--- config.mk ---
export PLATFORM = sky130hd
export DESIGN_NAME = instr_decode_stage
export DESIGN_NICKNAME = d
export VERILOG_FILES = /design/src/rtl/instr_decode_stage.sv
export SDC_FILE = /design/constraint.sdc
export NUM_CORES = 1
export LEC_CHECK = 0
export ABC_AREA = 0
export ABC_CLOCK_PERIOD_IN_PS = 3330
export BUFFER_PORTS_ARGS = -buffer_cell sky130_fd_sc_hd__buf_2
export CAP_MARGIN = 20
export CORE_MARGIN = 2
export CORE_UTILIZATION = 45
export CTS_CLUSTER_SIZE = 14
export DETAILED_ROUTE_END_ITERATION = 8
export PLACE_DENSITY_LB_ADDON = 0.25
export SYNTH_ARGS = -nofsm -noshare
export SYNTH_HDL_FRONTEND = slang
export SYNTH_SLANG_ARGS = --single-unit
--- constraint.sdc ---
create_clock -name clock -period 3.33 [get_ports clock]
set_clock_uncertainty 0.05 [all_clocks]
set_input_delay 0.999 -clock clock [delete_from_list [all_inputs] [get_ports clock]]
set_output_delay 0.999 -clock clock [all_outputs]
set_load 0.02 [all_outputs]
--- src/rtl/instr_decode_stage.sv ---
// Instruction register, one-hot decoder, flags register and fetch counter for the multicycle control FSM.
// Optional macro DECODE_REG_EN adds a pipeline register on the decoded bus and immediate (+1 cycle).
module instr_decode_stage #(
  parameter int IW    = 16,
  parameter int CNT_W = 16
) (
  input  logic             clock,
  input  logic             reset,
  input  logic             run,
  input  logic [IW-1:0]    instr_in,
  input  logic             ir_load,
  input  logic [3:0]       alu_flags,
  input  logic             flags_load,
  output logic [26:0]      opcode_out,
  output logic [7:0]       imm_out,
  output logic [3:0]       flags_reg,
  output logic             instr_valid,
  output logic [CNT_W-1:0] instr_count
);

  localparam logic [26:0] NOOP = 27'h0000001;

  logic [IW-1:0]    ir_q, ir_d;
  logic [3:0]       flags_q, flags_d;
  logic             valid_q, valid_d;
  logic [CNT_W-1:0] cnt_q, cnt_d;
  logic [22:0]      dec_oh;
  logic [26:0]      dec_bus;

  always_comb begin
    ir_d    = ir_q;
    flags_d = flags_q;
    valid_d = valid_q;
    cnt_d   = cnt_q;
    if (run && ir_load) begin
      ir_d    = instr_in;
      valid_d = 1'b1;
      cnt_d   = cnt_q + CNT_W'(1);
    end
    if (run && flags_load) flags_d = alu_flags;
  end

  always_comb begin
    dec_oh = '0;
    unique case (ir_q[15:12])
      4'h0: dec_oh[0]  = 1'b1;
      4'h1: begin
        unique case (ir_q[9:8])
          2'b00: dec_oh[1] = 1'b1;
          2'b01: dec_oh[2] = 1'b1;
          2'b10: dec_oh[3] = 1'b1;
          default: dec_oh[4] = 1'b1;
        endcase
      end
      4'h2: dec_oh[5]  = 1'b1;
      4'h3: dec_oh[6]  = 1'b1;
      4'h4: dec_oh[7]  = 1'b1;
      4'h5: dec_oh[8]  = 1'b1;
      4'h6: dec_oh[9]  = 1'b1;
      4'h7: dec_oh[10] = 1'b1;
      4'h8: dec_oh[11] = 1'b1;
      4'h9: dec_oh[12] = 1'b1;
      4'hA: dec_oh[13] = 1'b1;
      4'hB: dec_oh[14] = 1'b1;
      4'hC: begin
        if (ir_q[8]) dec_oh[16] = 1'b1;
        else         dec_oh[15] = 1'b1;
      end
      4'hD: dec_oh[17] = 1'b1;
      4'hE: dec_oh[18] = 1'b1;
      default: begin
        // Branch condition lives in the RX field.
        unique case (ir_q[11:10])
          2'b00: dec_oh[19] = 1'b1;
          2'b01: dec_oh[20] = 1'b1;
          2'b10: dec_oh[21] = 1'b1;
          default: dec_oh[22] = 1'b1;
        endcase
      end
    endcase
    dec_bus = valid_q ? {ir_q[11:10], ir_q[9:8], dec_oh} : NOOP;
  end

  always_ff @(posedge clock or negedge reset) begin
    if (!reset) begin
      ir_q    <= '0;
      flags_q <= '0;
      valid_q <= 1'b0;
      cnt_q   <= '0;
    end else begin
      ir_q    <= ir_d;
      flags_q <= flags_d;
      valid_q <= valid_d;
      cnt_q   <= cnt_d;
    end
  end

`ifdef DECODE_REG_EN
  logic [26:0] dec_q, dec_d;
  logic [7:0]  imm_q, imm_d;

  always_comb begin
    dec_d = run ? dec_bus : dec_q;
    imm_d = run ? ir_q[7:0] : imm_q;
  end

  always_ff @(posedge clock or negedge reset) begin
    if (!reset) begin
      dec_q <= NOOP;
      imm_q <= '0;
    end else begin
      dec_q <= dec_d;
      imm_q <= imm_d;
    end
  end

  assign opcode_out = dec_q;
  assign imm_out    = imm_q;
`else
  assign opcode_out = dec_bus;
  assign imm_out    = ir_q[7:0];
`endif

  assign flags_reg   = flags_q;
  assign instr_valid = valid_q;
  assign instr_count = cnt_q;

endmodule
==> Yosys cells after proc, flatten, opt, wreduce, memory -nomap -nowiden <==
Index checks and enable logic that the tools add are counted.
{ "totals": {"regBits": 37, "input_bits": 25, "wordCells": 58} }
{ "classes": {"n_addsub": 1, "eq_ne": 18, "mux": 27, "n_reduce_logical": 8} }
{ "ops": {"columns": ["op", "n"], "rows": [
  ["$eq 4x4->1 const B", 7],
  ["$mux 27", 1],
  ["$mux 1", 23],
  ["$add 16x1->16 const B", 1],
  ["$eq 4x3->1 const B", 4],
  ["$reduce_or 15->1", 1],
  ["$eq 4x2->1 const B", 2],
  ["$mux 4", 2],
  ["$reduce_or 3->1", 2],
  ["$eq 2x1->1 const B", 2],
  ["$eq 2x2->1 const B", 2],
  ["$eq 4x1->1 const B", 1],
  ["$logic_not 2->1", 2],
  ["$logic_not 4->1", 1],
  ["$logic_and 1x1->1", 2],
  ["$mux 2", 1]
]} }

==> Longest topological paths before layout <==
{ "logic_depth": {"depth_word": 5, "mapped_depth": 5} }

==> Worst setup path before layout <==
OpenSTA, ideal clock, no wires.
{ "synth_path": {"path_kind": "register -> output", "from": "reg valid_q (netlist: instr_valid)", "to": "out opcode_out[5]", "arrival_ps": 1499, "required_ps": 2281, "setup_slack_ps": 782, "stages_incl_launch_ff": 4, "path_buffers": 1, "path_cell_list": "dfrtp_1 clkbuf_1 nand2_1 nor4_1"} }
{ "synth_via": {"elab_chain_len": 1} }
{ "synth_rtl": {"columns": ["item", "line", "rtl"], "rows": [
  ["start, declared", "25", "logic valid_q, valid_d;"],
  ["start signal, assigned", "93", "valid_q <= valid_d;"],
  ["$mux 27", "81", "dec_bus = valid_q ? {ir_q[11:10], ir_q[9:8], dec_oh} : NOOP;"],
  ["end, declared", "14", "output logic [26:0] opcode_out,"]
]} }
No other way between the ends.

==> Final worst setup path <==
{ "layout_path": {"from": "reg ir_q[15]", "to": "out opcode_out[3]"} }
{ "layout_via": {"elab_chain_len": 3} }
{ "layout_rtl": {"columns": ["item", "line", "rtl"], "rows": [
  ["start, declared", "23", "logic [IW-1:0] ir_q, ir_d;"],
  ["start signal, assigned", "91", "ir_q <= ir_d;"],
  ["$eq 4x1->1", "45", "unique case (ir_q[15:12])"],
  ["$mux 4", "45", null],
  ["$mux 27", "81", null]
]} }
No other way between the ends.

==> impl_metrics.tcl <==
set metrics [dict create \
    gp_congestion 0.741 \
    dr.pass1.iters 4 \
    pwr-share-comb_pct 25.0 \
    synth.area.top_cells "dfrtp_1, mux2_2, xnor2_1" \
    relSlewSlack_pct 47.5 \
    postLayoutCoreUtil_pct 61.8 \
    wl_per_cell_um 12.5 \
    num_rows 22 \
    drtIter0Drc 41 \
    use_met3_pct 6.50 \
    initial_core_util_pct 48.1 \
    syn_nets 185 \
    stdcell_count 281 \
    hold_violations 0 \
    crit_fanout 10 \
    dieHeight_um 67.2 \
    crit_path_end_kind "output pin" \
    synth-seq-cells 37 \
    portBuffers 80 \
    synth_top_area_cell "dfrtp_1" \
    route.detailed.drc 0 \
    finalCriticalPeriod_ns 2.67 \
    numCtsBuffers 5 \
    vdd_ir_drop_max_uv 435 \
    worst_ep_arrival_time_ns 1.62 \
    internal_power_uw 966 \
    p_switching_uw 448 \
    use_met2_pct 26.4 \
    hpwl_mm 2.61 \
    synth_most_common_cell "dfrtp_1" \
    crit_required_ns 2.28 \
    grtUsageMet1_pct 21.6 \
    yosys_most_used_dff "dfrtp_1" \
    dieArea_um2 4520 \
    yosysTopAreaCellShare_pct 51.5 \
    worst_skew_pair.late_latency_ns 0.28 \
    setup_ws_ns 0.659 \
    clock_path_buffers 2 \
    cts_root_buf "clkbuf_8" \
    cap_violations 0 \
    post_cts_buffers 0 \
    p_sw_share_pct 31.7 \
    syn_area_um2 1800 \
    power_mw 1.41 \
    tns_ns 0 \
    rsz0062_at_grt "no" \
    pwr-share-clk_pct 31.8 \
    async_flop_share_pct 100 \
    first_global_vias 1258 \
    synth_common_cells "dfrtp_1, mux2_2, xnor2_1" \
    grtUsageTotal_pct 17.1 \
    p_seq_share_pct 43.2 \
    clk_pin_slew_ns 0.07 \
    synth-warning-count 0 \
    synthCells 159 \
    setup_viol 0 \
    die_w_um 67.2 \
    grt_max_degree 38 \
    worstMarginPinSlew_ns 0.787 \
    crit_type "flop to output pin" \
    min_path_type "flop to flop" \
    cts.sinks 37 \
    antenna_found_initial 0 \
    pre_cts_slack_ns 0.974 \
    fin_area_um2 2310 \
    final_antenna_net_count 0 \
    drt_wl_total_mm 3.51 \
    dp.cells 273 \
    leakage_nw 1.16 \
    cp-start-kind "flop" \
    grt.busiest_layer "met2" \
    syn_to_final_growth_pct 28.5 \
    core_area_um2 3740 \
    cts.repair.resized 0 \
    synth_edf_count 0 \
    ys_types 27 \
    nFillCells 338 \
    power_density_nw_per_um2 611 \
    grt_pass1_wl_mm 5.68 \
    placed_cell_area_um2 2180 \
    htree_levels 2 \
    cts_hold_buffers 0 \
    globalRoute.totalOverflow 0 \
    ioPinCount 81 \
    finalMaxSlewViolations 0 \
    layout-drive-gt1-share_pct 49.4 \
    status "completed" \
    vias_per_cell 4.98 \
    cts_tree "yes" \
    yosysSeqAreaShare_pct 51.5 \
    fin_crit_sh_pct 80.2 \
    via_count 1400 \
    fmax_mhz 374 \
    whs_ns 0.424 \
    antennaDiodeCount 0 \
    avgSynthCellArea_um2 11.3 \
    nNetsFinal 258 \
]
[worst paths after layout]
path	endpoint	from	slack, ns	depth (start not counted)
worst max-delay path	opcode_out[3]	ir_q[15]	0.66	5
worst min-delay path	instr_count[15]	instr_count[15]	0.42	1
worst max register to register	instr_count[11]	instr_count[0]	1.89	4
worst min register to register	instr_count[15]	instr_count[15]	0.42	1
max in group asynchronous	instr_count[12]	reset	1.99	1
min in group asynchronous	ir_q[5]	reset	0.74	1
[cells by family (layout without fill, tap and decap cells)]
logic type                 after synthesis  count (layout)  share of synthesized area [%]
buffers and inverters                   17              91                           5.36
muxes                                   21              21                           13.1
xor gates and xnor gates                15              15                           7.30
adders and majority gates                1               1                          0.695
and+or+nand+nor                         67              67                           21.6
DFF                                     37              37                           51.5
AOI/OAI and AO/OA                        1               1                          0.487
[routing by layer]
layer | part of all wire (%) | wire length (um)
met1 | 44 | 1550
met2 | 45 | 1580
met3 | 9.1 | 320
met4 | 1.6 | 55
met5 | 0 | 0
[critical path: stages, from the launching register on]
cell and delay (ns):
dfrtp_1 0.47, nand2b_1 0.23, nor3_1 0.27, nand2_1 0.12
nor2_1 0.09, buf_2 0.16
[power groups by stage]
stage | clock, mW | combinational [mW] | sequential, mW
floorplan | 0 | 0.218 | 0.644
global placement | 0 | 0.354 | 0.616
detailed placement | 0 | 0.359 | 0.618
CTS | 0.463 | 0.359 | 0.612
global route | 0.488 | 0.385 | 0.627
finish | 0.449 | 0.353 | 0.611
[layout by cell type, fill, tap and decap left out, types with 2 or more instances in the layout]
| cell | synthesis | routed |
|---|---|---|
| buf_2 | 2 | 80 |
| dfrtp_1 | 37 | 37 |
| mux2_2 | 21 | 21 |
| xnor2_1 | 13 | 13 |
| nor3_1 | 11 | 11 |
| nor2_1 | 10 | 10 |
| nand3_1 | 9 | 9 |
| nand2_1 | 8 | 8 |
| nand2b_1 | 6 | 6 |
| and2_1 | 5 | 5 |
| clkbuf_8 | 0 | 5 |
| nand4_1 | 4 | 4 |
| inv_1 | 2 | 2 |
| and3_1 | 2 | 2 |
| nand3b_1 | 2 | 2 |
| nor4_1 | 2 | 2 |
| nand3_2 | 2 | 2 |
| xor2_1 | 2 | 2 |
| bufinv_16 | 0 | 2 |
[layout make-up]
type                    count  area (um^2)  share of cell area, %
repair buffers             81          408                   17.6
flip-flops and latches     37          926                   40.0
well taps                  48         60.1                   2.60
inverters                   2         7.51                  0.325
clock buffers               5         68.8                   2.98
clock inverters             3         65.1                   2.81
multi-input cells         105          777                   33.6
Power figures use the tool's default switching activity.
